**src/rtl/final_layer_chunked_argmax_if.sv**
```systemverilog
// Start/result handshake and weight-memory read port of the chunked argmax classifier.
// The master side is the classifier; the slave side is the controller plus weight memory.
interface final_layer_chunked_argmax_if #(
  parameter int NUM_INPUTS  = 196,
  parameter int NUM_CLASSES = 10,
  parameter int CHUNK_WIDTH = 32
);
  localparam int NUM_CHUNKS = (NUM_INPUTS + CHUNK_WIDTH - 1) / CHUNK_WIDTH;
  localparam int CLASS_W    = $clog2(NUM_CLASSES);
  localparam int CHUNK_W    = (NUM_CHUNKS > 1) ? $clog2(NUM_CHUNKS) : 1;
  localparam int SCORE_W    = $clog2(NUM_INPUTS + 1);

  logic                   start;
  logic [NUM_INPUTS-1:0]  data_in;
  logic                   w_rd_en;
  logic [CLASS_W-1:0]     w_rd_class;
  logic [CHUNK_W-1:0]     w_rd_chunk;
  logic [CHUNK_WIDTH-1:0] w_rd_data;
  logic                   busy;
  logic                   done;
  logic [CLASS_W-1:0]     answer;
  logic [SCORE_W-1:0]     max_score;

  modport master (
    input  start, data_in, w_rd_data,
    output w_rd_en, w_rd_class, w_rd_chunk, busy, done, answer, max_score
  );

  modport slave (
    output start, data_in, w_rd_data,
    input  w_rd_en, w_rd_class, w_rd_chunk, busy, done, answer, max_score
  );
endinterface

```
**src/rtl/final_layer_chunked_argmax.sv**
```systemverilog
// Final BNN layer: streams class weight rows chunk by chunk, popcounts the matches
// against the latched feature vector and keeps a running argmax over classes.
module final_layer_chunked_argmax #(
  parameter int NUM_INPUTS  = 196,
  parameter int NUM_CLASSES = 10,
  parameter int CHUNK_WIDTH = 32,
  parameter int XNOR_MODE   = 1
) (
  input logic                         clock,
  input logic                         reset,
  final_layer_chunked_argmax_if.master bus
);
  localparam int NUM_CHUNKS = (NUM_INPUTS + CHUNK_WIDTH - 1) / CHUNK_WIDTH;
  localparam int PAD_W      = NUM_CHUNKS * CHUNK_WIDTH;
  localparam int CLASS_W    = $clog2(NUM_CLASSES);
  localparam int CHUNK_W    = (NUM_CHUNKS > 1) ? $clog2(NUM_CHUNKS) : 1;
  localparam int SCORE_W    = $clog2(NUM_INPUTS + 1);
  localparam int POP_W      = $clog2(CHUNK_WIDTH + 1);

  localparam logic [CLASS_W-1:0] LAST_CLASS = CLASS_W'(NUM_CLASSES - 1);
  localparam logic [CHUNK_W-1:0] LAST_CHUNK = CHUNK_W'(NUM_CHUNKS - 1);

  // Bits at or beyond NUM_INPUTS in the last chunk are padding and never score.
  function automatic logic [PAD_W-1:0] validMask();
    logic [PAD_W-1:0] m;
    m = '0;
    for (int i = 0; i < NUM_INPUTS; i++) m[i] = 1'b1;
    return m;
  endfunction

  localparam logic [PAD_W-1:0] VALID_MASK = validMask();

  typedef enum logic [1:0] {
    S_IDLE,
    S_FETCH,
    S_DRAIN,
    S_RESOLVE
  } state_t;

  state_t               r_state;
  state_t               w_nextState;
  logic                 w_accept;
  logic                 w_rdEn;
  logic                 w_lastAddr;

  logic [PAD_W-1:0]     r_data;
  logic [CLASS_W-1:0]   r_rdClass;
  logic [CHUNK_W-1:0]   r_rdChunk;

  logic                 r_accValid;
  logic [CLASS_W-1:0]   r_accClass;
  logic [CHUNK_W-1:0]   r_accChunk;

  logic [SCORE_W-1:0]   r_score;
  logic [SCORE_W-1:0]   r_best;
  logic [CLASS_W-1:0]   r_bestClass;

  logic                 r_done;
  logic [CLASS_W-1:0]   r_answer;
  logic [SCORE_W-1:0]   r_maxScore;

  logic [CHUNK_WIDTH-1:0] w_dataChunk;
  logic [CHUNK_WIDTH-1:0] w_maskChunk;
  logic [CHUNK_WIDTH-1:0] w_match;
  logic [POP_W-1:0]       w_pop;
  logic [SCORE_W-1:0]     w_classSum;
  logic                   w_classEnd;
  logic                   w_takeNew;
  logic [SCORE_W-1:0]     w_newBest;
  logic [CLASS_W-1:0]     w_newBestClass;

  always_ff @(posedge clock) begin
    if (reset) r_state <= S_IDLE;
    else       r_state <= w_nextState;
  end

  // Start is only honoured in IDLE, so pulses while busy (including RESOLVE) are dropped.
  always_comb begin
    w_nextState = r_state;
    w_accept    = 1'b0;
    w_rdEn      = 1'b0;
    case (r_state)
      S_IDLE: begin
        if (bus.start) begin
          w_accept    = 1'b1;
          w_nextState = S_FETCH;
        end
      end
      S_FETCH: begin
        w_rdEn = 1'b1;
        if (w_lastAddr) w_nextState = S_DRAIN;
      end
      S_DRAIN:   w_nextState = S_RESOLVE;
      S_RESOLVE: w_nextState = S_IDLE;
      default:   w_nextState = S_IDLE;
    endcase
  end

  assign w_lastAddr = (r_rdClass == LAST_CLASS) && (r_rdChunk == LAST_CHUNK);

  always_ff @(posedge clock) begin
    if (reset || w_accept) begin
      r_rdClass <= '0;
      r_rdChunk <= '0;
    end else if (w_rdEn) begin
      if (r_rdChunk == LAST_CHUNK) begin
        r_rdChunk <= '0;
        r_rdClass <= r_rdClass + 1'b1;
      end else begin
        r_rdChunk <= r_rdChunk + 1'b1;
      end
    end
  end

  // The address issued this cycle tags the weight chunk that arrives next cycle.
  always_ff @(posedge clock) begin
    if (reset) begin
      r_data     <= '0;
      r_accValid <= 1'b0;
      r_accClass <= '0;
      r_accChunk <= '0;
    end else begin
      if (w_accept) r_data <= PAD_W'(bus.data_in);
      r_accValid <= w_rdEn;
      r_accClass <= r_rdClass;
      r_accChunk <= r_rdChunk;
    end
  end

  always_comb begin
    w_dataChunk = r_data[int'(r_accChunk) * CHUNK_WIDTH +: CHUNK_WIDTH];
    w_maskChunk = VALID_MASK[int'(r_accChunk) * CHUNK_WIDTH +: CHUNK_WIDTH];
    if (XNOR_MODE != 0) w_match = ~(w_dataChunk ^ bus.w_rd_data) & w_maskChunk;
    else                w_match = (w_dataChunk & bus.w_rd_data) & w_maskChunk;
    w_pop = '0;
    for (int i = 0; i < CHUNK_WIDTH; i++) w_pop = w_pop + POP_W'(w_match[i]);
  end

  // Chunk 0 starts a fresh class, so the accumulator restarts without a bubble.
  assign w_classSum     = ((r_accChunk == '0) ? '0 : r_score) + SCORE_W'(w_pop);
  assign w_classEnd     = r_accValid && (r_accChunk == LAST_CHUNK);
  assign w_takeNew      = (r_accClass == '0) || (w_classSum > r_best);
  assign w_newBest      = w_takeNew ? w_classSum : r_best;
  assign w_newBestClass = w_takeNew ? r_accClass : r_bestClass;

  always_ff @(posedge clock) begin
    if (reset) begin
      r_score     <= '0;
      r_best      <= '0;
      r_bestClass <= '0;
    end else if (r_accValid) begin
      r_score <= w_classSum;
      if (w_classEnd) begin
        r_best      <= w_newBest;
        r_bestClass <= w_newBestClass;
      end
    end
  end

  // DRAIN accumulates the final chunk, so the result is published on entry to RESOLVE.
  always_ff @(posedge clock) begin
    if (reset) begin
      r_done     <= 1'b0;
      r_answer   <= '0;
      r_maxScore <= '0;
    end else begin
      r_done <= (r_state == S_DRAIN);
      if (r_state == S_DRAIN) begin
        r_answer   <= w_newBestClass;
        r_maxScore <= w_newBest;
      end
    end
  end

  assign bus.w_rd_en    = w_rdEn;
  assign bus.w_rd_class = r_rdClass;
  assign bus.w_rd_chunk = r_rdChunk;
  assign bus.busy       = (r_state != S_IDLE);
  assign bus.done       = r_done;
  assign bus.answer     = r_answer;
  assign bus.max_score  = r_maxScore;

endmodule

```
**src/flat_wrapper.sv**
```systemverilog
// flat-port wrapper written by rule: the top's interface ports become plain ports
module final_layer_chunked_argmax_flat 
#(
  parameter int NUM_INPUTS  = 196,
  parameter int NUM_CLASSES = 10,
  parameter int CHUNK_WIDTH = 32,
  parameter int XNOR_MODE   = 1
)
  (clock, reset, bus_start, bus_data_in, bus_w_rd_data, bus_w_rd_en, bus_w_rd_class, bus_w_rd_chunk, bus_busy, bus_done, bus_answer, bus_max_score);
  final_layer_chunked_argmax_if #(.NUM_INPUTS(NUM_INPUTS), .NUM_CLASSES(NUM_CLASSES), .CHUNK_WIDTH(CHUNK_WIDTH)) bus_i ();
  input logic clock;
  input logic reset;
  input wire logic [$bits(bus_i.start)-1:0] bus_start;
  input wire logic [$bits(bus_i.data_in)-1:0] bus_data_in;
  input wire logic [$bits(bus_i.w_rd_data)-1:0] bus_w_rd_data;
  output wire logic [$bits(bus_i.w_rd_en)-1:0] bus_w_rd_en;
  output wire logic [$bits(bus_i.w_rd_class)-1:0] bus_w_rd_class;
  output wire logic [$bits(bus_i.w_rd_chunk)-1:0] bus_w_rd_chunk;
  output wire logic [$bits(bus_i.busy)-1:0] bus_busy;
  output wire logic [$bits(bus_i.done)-1:0] bus_done;
  output wire logic [$bits(bus_i.answer)-1:0] bus_answer;
  output wire logic [$bits(bus_i.max_score)-1:0] bus_max_score;
  assign bus_i.start = bus_start;
  assign bus_i.data_in = bus_data_in;
  assign bus_i.w_rd_data = bus_w_rd_data;
  assign bus_w_rd_en = bus_i.w_rd_en;
  assign bus_w_rd_class = bus_i.w_rd_class;
  assign bus_w_rd_chunk = bus_i.w_rd_chunk;
  assign bus_busy = bus_i.busy;
  assign bus_done = bus_i.done;
  assign bus_answer = bus_i.answer;
  assign bus_max_score = bus_i.max_score;
  final_layer_chunked_argmax #(.NUM_INPUTS(NUM_INPUTS), .NUM_CLASSES(NUM_CLASSES), .CHUNK_WIDTH(CHUNK_WIDTH), .XNOR_MODE(XNOR_MODE)) u_core (.clock(clock), .reset(reset), .bus(bus_i));
endmodule
```
**config.mk**
```make
export PLATFORM = sky130hd
export DESIGN_NAME = final_layer_chunked_argmax_flat
export DESIGN_NICKNAME = d
export VERILOG_FILES = /design/src/rtl/final_layer_chunked_argmax_if.sv /design/src/rtl/final_layer_chunked_argmax.sv /design/src/flat_wrapper.sv
export SDC_FILE = /design/constraint.sdc
export NUM_CORES = 1
export LEC_CHECK = 0
export BUFFER_PORTS_ARGS = -buffer_cell sky130_fd_sc_hd__buf_2
export CAP_MARGIN = 20
export CORE_MARGIN = 5
export CORE_UTILIZATION = 41
export DETAILED_ROUTE_END_ITERATION = 8
export PLACE_DENSITY = 0.68
export RECOVER_POWER = 25
export SLEW_MARGIN = 20
export SYNTH_ARGS = -nofsm -noshare
export SYNTH_HDL_FRONTEND = slang
export SYNTH_SLANG_ARGS = --single-unit
```
**constraint.sdc**
```tcl
create_clock -name clock -period 9 [get_ports clock]
set_input_delay 0.9 -clock clock [delete_from_list [all_inputs] [get_ports clock]]
set_output_delay 0.9 -clock clock [all_outputs]
set_load 0.05 [all_outputs]
```
[Word level (Yosys, flattened, before mapping)]
Index checks and enable logic that the tools add are counted.
Cells by class
  add/subtract/negate cells: 34
  $mul: 0
  divide/modulo/power cells: 0
  magnitude comparators: 1
  equality and inequality tests: 8
  shift operators: 2
  mux-type cells: 10
  bitwise operators: 3
  reductions and logical operators: 11
Operators by type and width (count)
  variable part select 224 x 9 -> 32 bit: 1
  variable part select 224 x 9 -> 32 bit (first input constant): 1
  adder 6 x 1 -> 6 bit: 30
  AND 32 bit: 1
  NOT 32 bit: 1
  bitwise XOR 32 bit: 1
  2-to-1 mux 8 bit: 2
  adder 8 x 6 -> 8 bit: 1
  > comparator 8 bit: 1
  case mux 2 bit (4 select lines): 1
  equality test 3 bit (second input constant): 2
  AND reduction 2 bit: 3
  adder 4 x 1 -> 4 bit (second input constant): 1
  equality test 2 bit (second input constant): 2
  equality test 4 bit (second input constant): 1
  zero test 4 bit: 1
  2-to-1 mux 2 bit: 2
  2-to-1 mux 4 bit: 1
  adder 3 x 1 -> 3 bit (second input constant): 1
  zero test 3 bit: 1
  2-to-1 mux 1 bit: 3
  2-to-1 mux 3 bit: 1
  adder 1 x 1 -> 2 bit: 1
  equality test 2 x 1 -> 1 bit (second input constant): 1
  6 further kinds: 8
Storage, ports and cells
  bits in registers: 246
  latch bits: 0
  RAM bits: 0
  bits in read-only memories: 0
  input port bits: 231
  output and inout port bits: 22
  logic and storage cells: 82
  memories: 0

[Depth between registers and ports, before layout]
Gate-level depths: netlist of run 1.
  depth in word-level cells: 39
  mapped depth: 38
  depth with buffers taken out: 35

[Least setup slack after synthesis of run 1]
No wires, ideal clock.
  kind: flip-flop to flip-flop
  start point: reg u_core.r_accChunk[0]
  end point: reg u_core.r_best[6]
  library setup time: 0.070 ns
  arrival: 8.586 ns
  required time: 8.930 ns
  setup slack: 0.343 ns
  cell stages (with the launch flop): 35
  path buffers: 3
  period minus slack after synthesis: 8.657 ns
  path through: dfxtp_1 > clkbuf_1 > buf_2 > mux4_2 > xor2_1 > o22ai_1 > ha_1 > inv_1 > fa_1 > fa_1 > fa_1 > fa_1 > fa_1 > inv_1 > fa_1 > fa_1 > inv_1 > fa_1 > inv_1 > a21o_1 > a21oi_1 > xnor2_1 > ha_1 > o211ai_1 > o211ai_1 > o211ai_1 > xnor2_1 > and2_1 > ha_1 > and4_1 > o31a_1 > a21boi_2 > buf_2 > o21ai_0 > a21oi_1
On the way
  longest elaborated chain between the ends: 39
  elaborated cells between the ends (all ways): 45
  those cells by class: add/sub: 32; order compare: 1; eq/ne: 1; shift: 2; mux: 2; bitwise: 3; reduce/logical: 4
Ends and longest elaborated chain
  start, declared: RTL line final_layer_chunked_argmax.sv:52  | logic [CHUNK_W-1:0] r_accChunk;
  start signal, assigned: RTL line final_layer_chunked_argmax.sv:126  | r_accChunk <= r_rdChunk;
  variable part select 224 x 9 -> 32 bit: RTL line final_layer_chunked_argmax.sv:131  | w_dataChunk = r_data[int'(r_accChunk) * CHUNK_WIDTH +: CHUNK_WIDTH];
  bitwise XOR 32 bit: RTL line final_layer_chunked_argmax.sv:133  | if (XNOR_MODE != 0) w_match = ~(w_dataChunk ^ bus.w_rd_data) & w_maskChunk;
  NOT 32 bit: RTL line final_layer_chunked_argmax.sv:133
  AND 32 bit: RTL line final_layer_chunked_argmax.sv:133
  adder 1 x 1 -> 2 bit: RTL line final_layer_chunked_argmax.sv:136  | for (int i = 0; i < CHUNK_WIDTH; i++) w_pop = w_pop + POP_W'(w_match[i]);
  adder 6 x 1 -> 6 bit (30 in series): RTL line final_layer_chunked_argmax.sv:136
  adder 8 x 6 -> 8 bit *: RTL line final_layer_chunked_argmax.sv:140  | assign w_classSum = ((r_accChunk == '0) ? '0 : r_score) + SCORE_W'(w_pop);
  named net u_core.w_classSum[7]: RTL line final_layer_chunked_argmax.sv:66  | logic [SCORE_W-1:0] w_classSum;
  > comparator 8 bit *: RTL line final_layer_chunked_argmax.sv:142  | assign w_takeNew = (r_accClass == '0) || (w_classSum > r_best);
  logical OR 1 bit *: RTL line final_layer_chunked_argmax.sv:142
  2-to-1 mux 8 bit *: RTL line final_layer_chunked_argmax.sv:143  | assign w_newBest = w_takeNew ? w_classSum : r_best;
  end signal, assigned: RTL line final_layer_chunked_argmax.sv:154  | r_best <= w_newBest;
  end, declared: RTL line final_layer_chunked_argmax.sv:55  | logic [SCORE_W-1:0] r_best;
Mark *: on every way through the listed nets, which the timed path passes. The rest lies on a longest branch.
A chain may end at the register's enable or synchronous reset.

[Worst setup path in the final report of run 1]
  start point: reg u_core.r_accChunk[0]
  end point: reg u_core.r_best[7]
On the way
  longest elaborated chain between the ends: 39
  elaborated cells between the ends (all ways): 45
  those cells by class: add/sub: 32; order compare: 1; eq/ne: 1; shift: 2; mux: 2; bitwise: 3; reduce/logical: 4
Ends and longest elaborated chain (RTL line)
  variable part select 224 x 9 -> 32 bit: final_layer_chunked_argmax.sv:131
  bitwise XOR 32 bit: final_layer_chunked_argmax.sv:133
  NOT 32 bit: final_layer_chunked_argmax.sv:133
  AND 32 bit: final_layer_chunked_argmax.sv:133
  adder 1 x 1 -> 2 bit: final_layer_chunked_argmax.sv:136
  adder 6 x 1 -> 6 bit (30 in series): final_layer_chunked_argmax.sv:136
  adder 8 x 6 -> 8 bit *: final_layer_chunked_argmax.sv:140
  named net u_core.w_classSum[7]: final_layer_chunked_argmax.sv:66
  > comparator 8 bit: final_layer_chunked_argmax.sv:142
  logical OR 1 bit: final_layer_chunked_argmax.sv:142
  2-to-1 mux 8 bit *: final_layer_chunked_argmax.sv:143
Marked as above.

==> results by group, run 1 <==
Yosys
  – Synth Flop Type: dfxtp_1
  – Largest cells by area after synthesis: dfxtp_1 41%, nand2_1 13%, a21oi_1 10%
  – Combinational family with the most area after synthesis: simple AND/OR/NAND/NOR gates
  – Ys async rst share: 0
  – Synth area leader: dfxtp_1
  – Post-Synthesis Mean Instance Area: 8.43 µm²
  – Synth Area in Simple Gates: 0.175
  – Compound-cell area share of the yosys netlist: 0.142
  – Count leader, synth: nand2_1
  – Synth Warn #: 0
  – Synth cell count leaders: 405 x nand2_1, 246 x dfxtp_1, 240 x a21oi_1, 75 x clkbuf_1, 55 x xor2_1
  – Synth Area in XOR/XNOR: 0.0548
  – Syn Nets: 1708
  – Synth Area in Adders: 0.0720
  – Cell Area, Synth: around 12000 µm²
  – Synth Register Bits: between 200 and 250
  – Post-synthesis mux area share: 0.0985
  – Synth cell types: 51
  – EDFF count, synth: 0
  – Syn Inst Count: between 1000 and 1500
  – Register area share after synthesis: 0.411
  – Yosys top cell area share: 0.411

Die
  – Io pins: 253
  – Core Region: 28800 µm²
  – Die Span X: between 150 and 200 µm
  – Std cell rows: slightly above 60
  – DIE HEIGHT: roughly 180 µm
  – Die area: roughly 33000 µm²
  – Starting density of the core: 0.417

Finish
  – Layout cell share with drive strength beyond 1: 0.231
  – Area delta synth->final: 22.9%
  – Post-route cell area: 14700 µm²
  – Final Util: 0.512
  – Fin nets: 1932

STA
  – Max-slew violations: between 100 and 150
  – Endpoints failing setup: 0
  – Endpoints failing hold: 0
  – FMAX: around 120 MHz
  – Min Tclk post-route: ~8.6 ns
  – Relative slew slack: -2.26
  – Final worst path period share: 0.956
  – Post-route clock skew: 0.00820 ns
  – Least-Margin Pin Slew: ~5 ns

Clock network
  – Clk_lat worst skew: about 0.52 ns
  – CTS Hold Bufs: 0
  – Clock-pin transition on the worst setup and hold timing paths: 0.06 ns
  – CTS H-tree lvls: 1
  – # clock sinks: about 250
  – Root buffer cell: clkbuf_16
  – TritonCTS clock tree: yes
  – Clock Tree Buf Depth: 3
  – CTS Buf Count: 27

Status
  – Status: finished with violations
  – Violated checks: max-capacitance violations, max-slew violations

Worst hold path
  – Hold Crit Class: reg -> reg
  – Hold path start: u_core.r_data[85]$_SDFFE_PP0P_
  – Hold Crit Depth: 2

Placement
  – Buffers on Ports: about 250
  – Final Wtd Congestion: 0.893
  – Post-DP HPWL: around 25000 µm
  – Placed Area: between 10000 and 15000 µm²

Detailed routing
  – WL/cell: approximately 17 µm
  – WL final: 34100 µm
  – DRC violations left: 0
  – Post-route ant nets: 0
  – Drt initial violations: ~700
  – Drt via density: 5.10
  – DR vias: 10500
  – Pre-antenna DRT Iters: 5

Setup path
  – Top cell by count, worst path: fa_1
  – Setup crit start: u_core.r_accChunk[0]$_SDFF_PP0_
  – Startpoint types: flip-flop
  – CP peak stage delay: approximately 0.57 ns
  – Slowest CP cell: fa_1
  – FF-to-FF Start: u_core.r_accChunk[0]$_SDFF_PP0_
  – Critical path capture point type: flip-flop
  – Worst-path maximum fanout: 11
  – Setup Crit Path Kind: reg -> reg
  – Crit path DAT: about 9.0 ns
  – Worst r2r path cells: 37
  – Req. time, crit path: ~9.4 ns

Job
  – Max_cap viols: 1

GRT
  – Met2 Use GR: 0.307
  – First-pass GRT wire length: ~52000 µm
  – Vias in the first global route: a little over 10000
  – M3 GR Usage: 0.0396
  – GRT met1 Usage: 0.268
  – Largest net degree at the start of global routing: roughly 140
  – Antenna violations before repair: 11
  – Total gr overflow: 0
  – GRT busiest layer: met2
  – Total GRT Usage: 0.193
## what timing repair did
| item | CTS | global route |
|---|---|---|
| endpoints found under the setup margin | 0 | 24 |
| resized for setup | 0 | 25 |
| buffers inserted | 0 | 19 |
## final cells by class
class,count,area (µm²)
inverter,46,173
antenna,9,22.5
clock inverter,8,96.3
tap,384,480
timing repair buffer,295,1640
multi-input combinational,1031,6590
clock buffer,41,818
sequential,246,4930
fill,2737,14000
## flip-flops by register name (all words and copies together), names as in the netlist, 2 cells and up
name,flops
u_core.r_accClass,4
u_core.bus.max_score,8
u_core.r_score,8
u_core.r_best,8
u_core.bus.answer,4
u_core.r_state,2
u_core.r_accChunk,3
u_core.r_bestClass,4
u_core.bus.w_rd_chunk,3
u_core.r_data,196
u_core.bus.w_rd_class,4
## critical path, delay by kind of cell, from the launching register on
kind            cells  cell delay [ns]
simple gates        5             0.79
buf+inv             9             0.88
mux                 1             0.52
xor+xnor            3             0.43
compound gates      9             1.23
fa+ha+maj          10             4.17
flops               1             0.41
## final timing paths
check | end | slack (ns)
worst max-delay path | u_core.r_best[7]$_SDFFE_PP0P_ | 0.39
worst min-delay path | u_core.r_data[85]$_SDFFE_PP0P_ | 0.45
worst max register to register | u_core.r_best[7]$_SDFFE_PP0P_ | 0.39
worst min register to register | u_core.r_data[85]$_SDFFE_PP0P_ | 0.45
## cell families (layout without fill, tap and decap cells)
group           after synthesis  after routing
mux                          78             78
xor+xnor                     75             75
fa+ha+maj                    54             54
flops                       246            246
other cells                   0              9
buf+inv                     146            390
compound gates              309            309
simple gates                515            515
## placed cells by master (no fill, tap or decap), types with 4 or more instances in the layout
master	count
nand2_1	404
xor2_1	55
clkinv_2	4
clkbuf_8	9
buf_2	238
o21ai_1	9
mux4_2	32
nor2_1	54
a21oi_1	236
and2_1	6
mux2i_1	45
inv_1	46
nand3_1	12
clkbuf_1	19
a311oi_1	4
ha_1	28
nand2b_1	5
nand4b_1	4
a21oi_2	5
clkbuf_16	28
buf_4	35
dfxtp_1	244
diode_2	9
nor2b_1	12
xnor2_1	18
o22ai_1	12
fa_1	23
a211oi_1	11
o21ai_0	6
## through the flow
step	setup slack, ns	instances	TNS, ns	hold slack (ns)
final	0.392	2060	0	0.453
after global routing	-0.0756	2058	-0.594	0.467
after CTS	0.139	2030	0	0.452
after detailed placement	0.165	1981	0	0.444
after global placement	0.309	1981	0	0.440
after floorplan	0.343	1423	0	0.433
## per-layer routing
metal  routed length, µm  share of wire  vias to the layer above
li1                    -              -                     5207
met1               15100           0.44                     4906
met2               15900           0.47                      341
met3                2380          0.070                       50
met4                 695          0.020                        6
met5                  33        0.00097                        -
Power of run 1 is not shown: default switching activity piles up to over one toggle a cycle in this logic, so the estimate is an artifact.
==> run 2, diff against run 1 <==
--- a/config.mk
+++ b/config.mk
@@ -5,6 +5,7 @@
 export SDC_FILE = /design/constraint.sdc
 export NUM_CORES = 1
 export LEC_CHECK = 0
+export ABC_AREA = 1
 export BUFFER_PORTS_ARGS = -buffer_cell sky130_fd_sc_hd__buf_2
 export CAP_MARGIN = 20
 export CORE_MARGIN = 5
==> results by group, run 2 <==
Yosys
  – Synth area leader: dfxtp_1 (unchanged)
  – Syn Nets: 2039 (was 1708)
  – Synth Register Bits: 246 (unchanged)
  – Post-Synthesis Mean Instance Area: 6.98 µm² (was 8.43 µm²)
  – Synth Flop Type: dfxtp_1 (unchanged)
  – Cell Area, Synth: 12200 µm² (was 12000 µm²)
  – Register area share after synthesis: 0.402 (was 0.411)
  – Synth Warn #: 0 (unchanged)
  – Synth cell count leaders: 558 x nor2_1, 250 x o21ai_0, 246 x dfxtp_1, 131 x nand2_1, 123 x nand3_1 (was 405 x nand2_1, 246 x dfxtp_1, 240 x a21oi_1, 75 x clkbuf_1, 55 x xor2_1)
  – Yosys top cell area share: 0.402 (was 0.411)
  – Count leader, synth: nor2_1 (was nand2_1)
  – EDFF count, synth: 0 (unchanged)
  – Synth cell types: 34 (was 51)
  – Largest cells by area after synthesis: dfxtp_1 40%, nor2_1 17%, o21ai_0 10% (was dfxtp_1 41%, nand2_1 13%, a21oi_1 10%)
  – Ys async rst share: 0 (unchanged)
  – Syn Inst Count: 1754 (was 1423)

Status
  – Violated checks: max-capacitance violations, max-slew violations (unchanged)
  – Status: finished with violations (unchanged)

Clock network
  – CTS Buf Count: 28 (was 27)
  – CTS H-tree lvls: 1 (unchanged)
  – TritonCTS clock tree: yes (unchanged)
  – Clk_lat worst skew: 0.55 ns (was 0.52 ns)
  – Clock-pin transition on the worst setup and hold timing paths: 0.06 ns (about the same)
  – Root buffer cell: clkbuf_16 (unchanged)
  – # clock sinks: 246 (unchanged)
  – CTS Hold Bufs: 0 (unchanged)
  – Clock Tree Buf Depth: 3 (unchanged)

GRT
  – Total GRT Usage: 0.215 (was 0.193)
  – Total gr overflow: 0 (unchanged)
  – Largest net degree at the start of global routing: 130 (was 139)
  – Antenna violations before repair: 10 (was 11)
  – Vias in the first global route: 11300 (was 10200)
  – First-pass GRT wire length: 58600 µm (was 52300 µm)

Worst hold path
  – Hold path start: u_core.r_score[2]$_SDFFE_PP0P_ (was u_core.r_data[85]$_SDFFE_PP0P_)
  – Hold Crit Class: reg -> reg (unchanged)

Setup path
  – Setup Crit Path Kind: reg -> reg (unchanged)
  – Crit path DAT: 8.74 ns (was 8.97 ns)
  – Startpoint types: flip-flop (unchanged)
  – FF-to-FF setup slack: 0.69 ns (was 0.39 ns)
  – Slowest CP cell: fa_1 (unchanged)
  – Req. time, crit path: 9.44 ns (was 9.36 ns)
  – Top cell by count, worst path: fa_1 (unchanged)
  – Setup crit start: u_core.r_accChunk[0]$_SDFF_PP0_ (unchanged)
  – Delay-heaviest family, CP: adder cells (unchanged)
  – Worst-path maximum fanout: 51 (was 11)
  – Critical path capture point type: flip-flop (unchanged)
  – WP buf/inv: 7 (was 9)
  – FF-to-FF Start: u_core.r_accChunk[0]$_SDFF_PP0_ (unchanged)
  – CP peak stage delay: 0.56 ns (was 0.57 ns)

STA
  – Final worst path period share: 0.923 (was 0.956)
  – Relative slew slack: -0.293 (was -2.26)
  – FMAX: 120 MHz (was 116 MHz)
  – Unrepaired setup endpoints after global routing: false
  – Setup TNS: 0 ns (unchanged)
  – Post-route clock skew: 0.0185 ns (was 0.00820 ns)
  – Least-Margin Pin Slew: 1.94 ns (was 4.89 ns)
  – Min Tclk post-route: 8.31 ns (was 8.61 ns)
  – Endpoints failing setup: 0 (unchanged)
  – Max-slew violations: 115 (was 111)
  – Endpoints failing hold: 0 (unchanged)

Finish
  – Commonest non-fill, non-tap cell in the layout: nor2_1 (was nand2_1)
  – Post-route cell area: 14600 µm² (was 14700 µm²)
  – Most frequent cells in the layout: 558 x nor2_1, 250 x o21ai_0, 244 x dfxtp_1, 230 x buf_2, 130 x nand2_1 (was 404 x nand2_1, 244 x dfxtp_1, 238 x buf_2, 236 x a21oi_1, 55 x xor2_1)
  – Fin nets: 2222 (was 1932)
  – Area delta synth->final: 19.2% (was 22.9%)
  – Largest register FFs: 196 (unchanged)
  – Reg with most FFs: u_core.r_data (unchanged)
  – Layout cell share with drive strength beyond 1: 0.158 (was 0.231)

Detailed routing
  – WL met3: 2330 µm (was 2380 µm)
  – WL final: 37300 µm (was 34100 µm)
  – Pre-antenna DRT Iters: 7 (was 5)
  – Drt via density: 5.04 (was 5.10)
  – DR vias: 11800 (was 10500)
  – Drt initial violations: 861 (was 703)
  – DRC violations left: 0 (unchanged)
  – Top sig layer: met5 (unchanged)
  – Post-route ant nets: 0 (unchanged)
  – Met1 Wirelength: 16700 µm (was 15100 µm)
  – WL/cell: 15.9 µm (was 16.6 µm)
  – Routed wl met2: 17100 µm (was 15900 µm)

Placement
  – Placed Area: 13600 µm² (was 13500 µm²)
  – Post-DP HPWL: 27200 µm (was 24500 µm)
  – Buffers on Ports: 252 (unchanged)
  – Final Wtd Congestion: 0.908 (was 0.893)

Die
  – Std cell rows: 63 (was 62)
  – Io pins: 253 (unchanged)
  – Core Region: 29600 µm² (was 28800 µm²)
  – Die area: 33400 µm² (was 32800 µm²)
  – Die Span X: 183 µm (was 181 µm)
  – DIE HEIGHT: 183 µm (was 181 µm)
  – Starting density of the core: 0.414 (was 0.417)

Job
  – Max_cap viols: 2 (was 1)
## run 2: cell types whose count changed in the layout (fill, tap and decap cells not counted), sizes merged, moves of 65 or more
cell / delta
nand3: +111
a21oi: -191
nand2: -272
nor2: +503
o21ai: +259
inv: +65
## run 2: layer usage
layer | vias up | GRT usage
met5 | - | 0
met4 | 16 | 0.0621
met3 | 81 | 0.0403
met2 | 354 | 0.351
met1 | 5317 | 0.292
li1 | 6067 | -
## run 2: final timing paths
check,to,depth (start not counted)
min,u_core.r_score[2]$_SDFFE_PP0P_,2
max,u_core.bus.answer[0]$_SDFFE_PP0P_,34
max reg2reg,u_core.bus.answer[0]$_SDFFE_PP0P_,34
min reg2reg,u_core.r_score[2]$_SDFFE_PP0P_,2
## run 2: repair_timing
action,CTS,global route
setup endpoints to repair,0,24
endpoints found under the hold margin,0,0
gates resized for setup,0,10
setup buffers,0,1
## run 2: tightest hold or removal path, cell delays in order, from the launching register on
cell and delay [ns]:
dfxtp_1 0.29, inv_1 0.07, a211oi_1 0.07
## run 2: per-stage QoR
step,hold slack (ns),instances,util,worst slack (ns)
6_report,0.476,2349,0.494,0.690
2_1_floorplan,0.440,1754,-,1.27
3_3_place_gp,0.457,2296,0.461,0.523
4_1_cts,0.482,2347,0.493,0.362
5_1_grt,0.493,2348,0.494,0.0634
3_5_place_dp,0.468,2296,0.461,0.377
## run 2: cell families (layout without fill, tap and decap cells)
family	count (synthesis)	after routing	share of synthesized area
XOR/XNOR	14	14	0.0100
adder cells (fa/ha/maj)	54	54	0.0705
AND/OR/NAND/NOR	844	844	0.280
other	0	1	0
flip-flops	246	246	0.402
AO/OA/AOI/OAI	367	367	0.158
buffers and inverters	226	430	0.0758
multiplexers	3	3	0.00245
## run 2: cell type report
| class | instances | area [µm²] |
|---|---|---|
| Antenna cell | 1 | 2.50 |
| Clock buffer | 37 | 795 |
| Clock inverter | 14 | 156 |
| Fill cell | 3004 | 15000 |
| Inverter | 111 | 437 |
| Multi-Input combinational cell | 1282 | 6410 |
| Sequential cell | 246 | 4930 |
| Tap cell | 390 | 488 |
| Timing Repair Buffer | 268 | 1380 |
Power of run 2 is left out for the same reason.
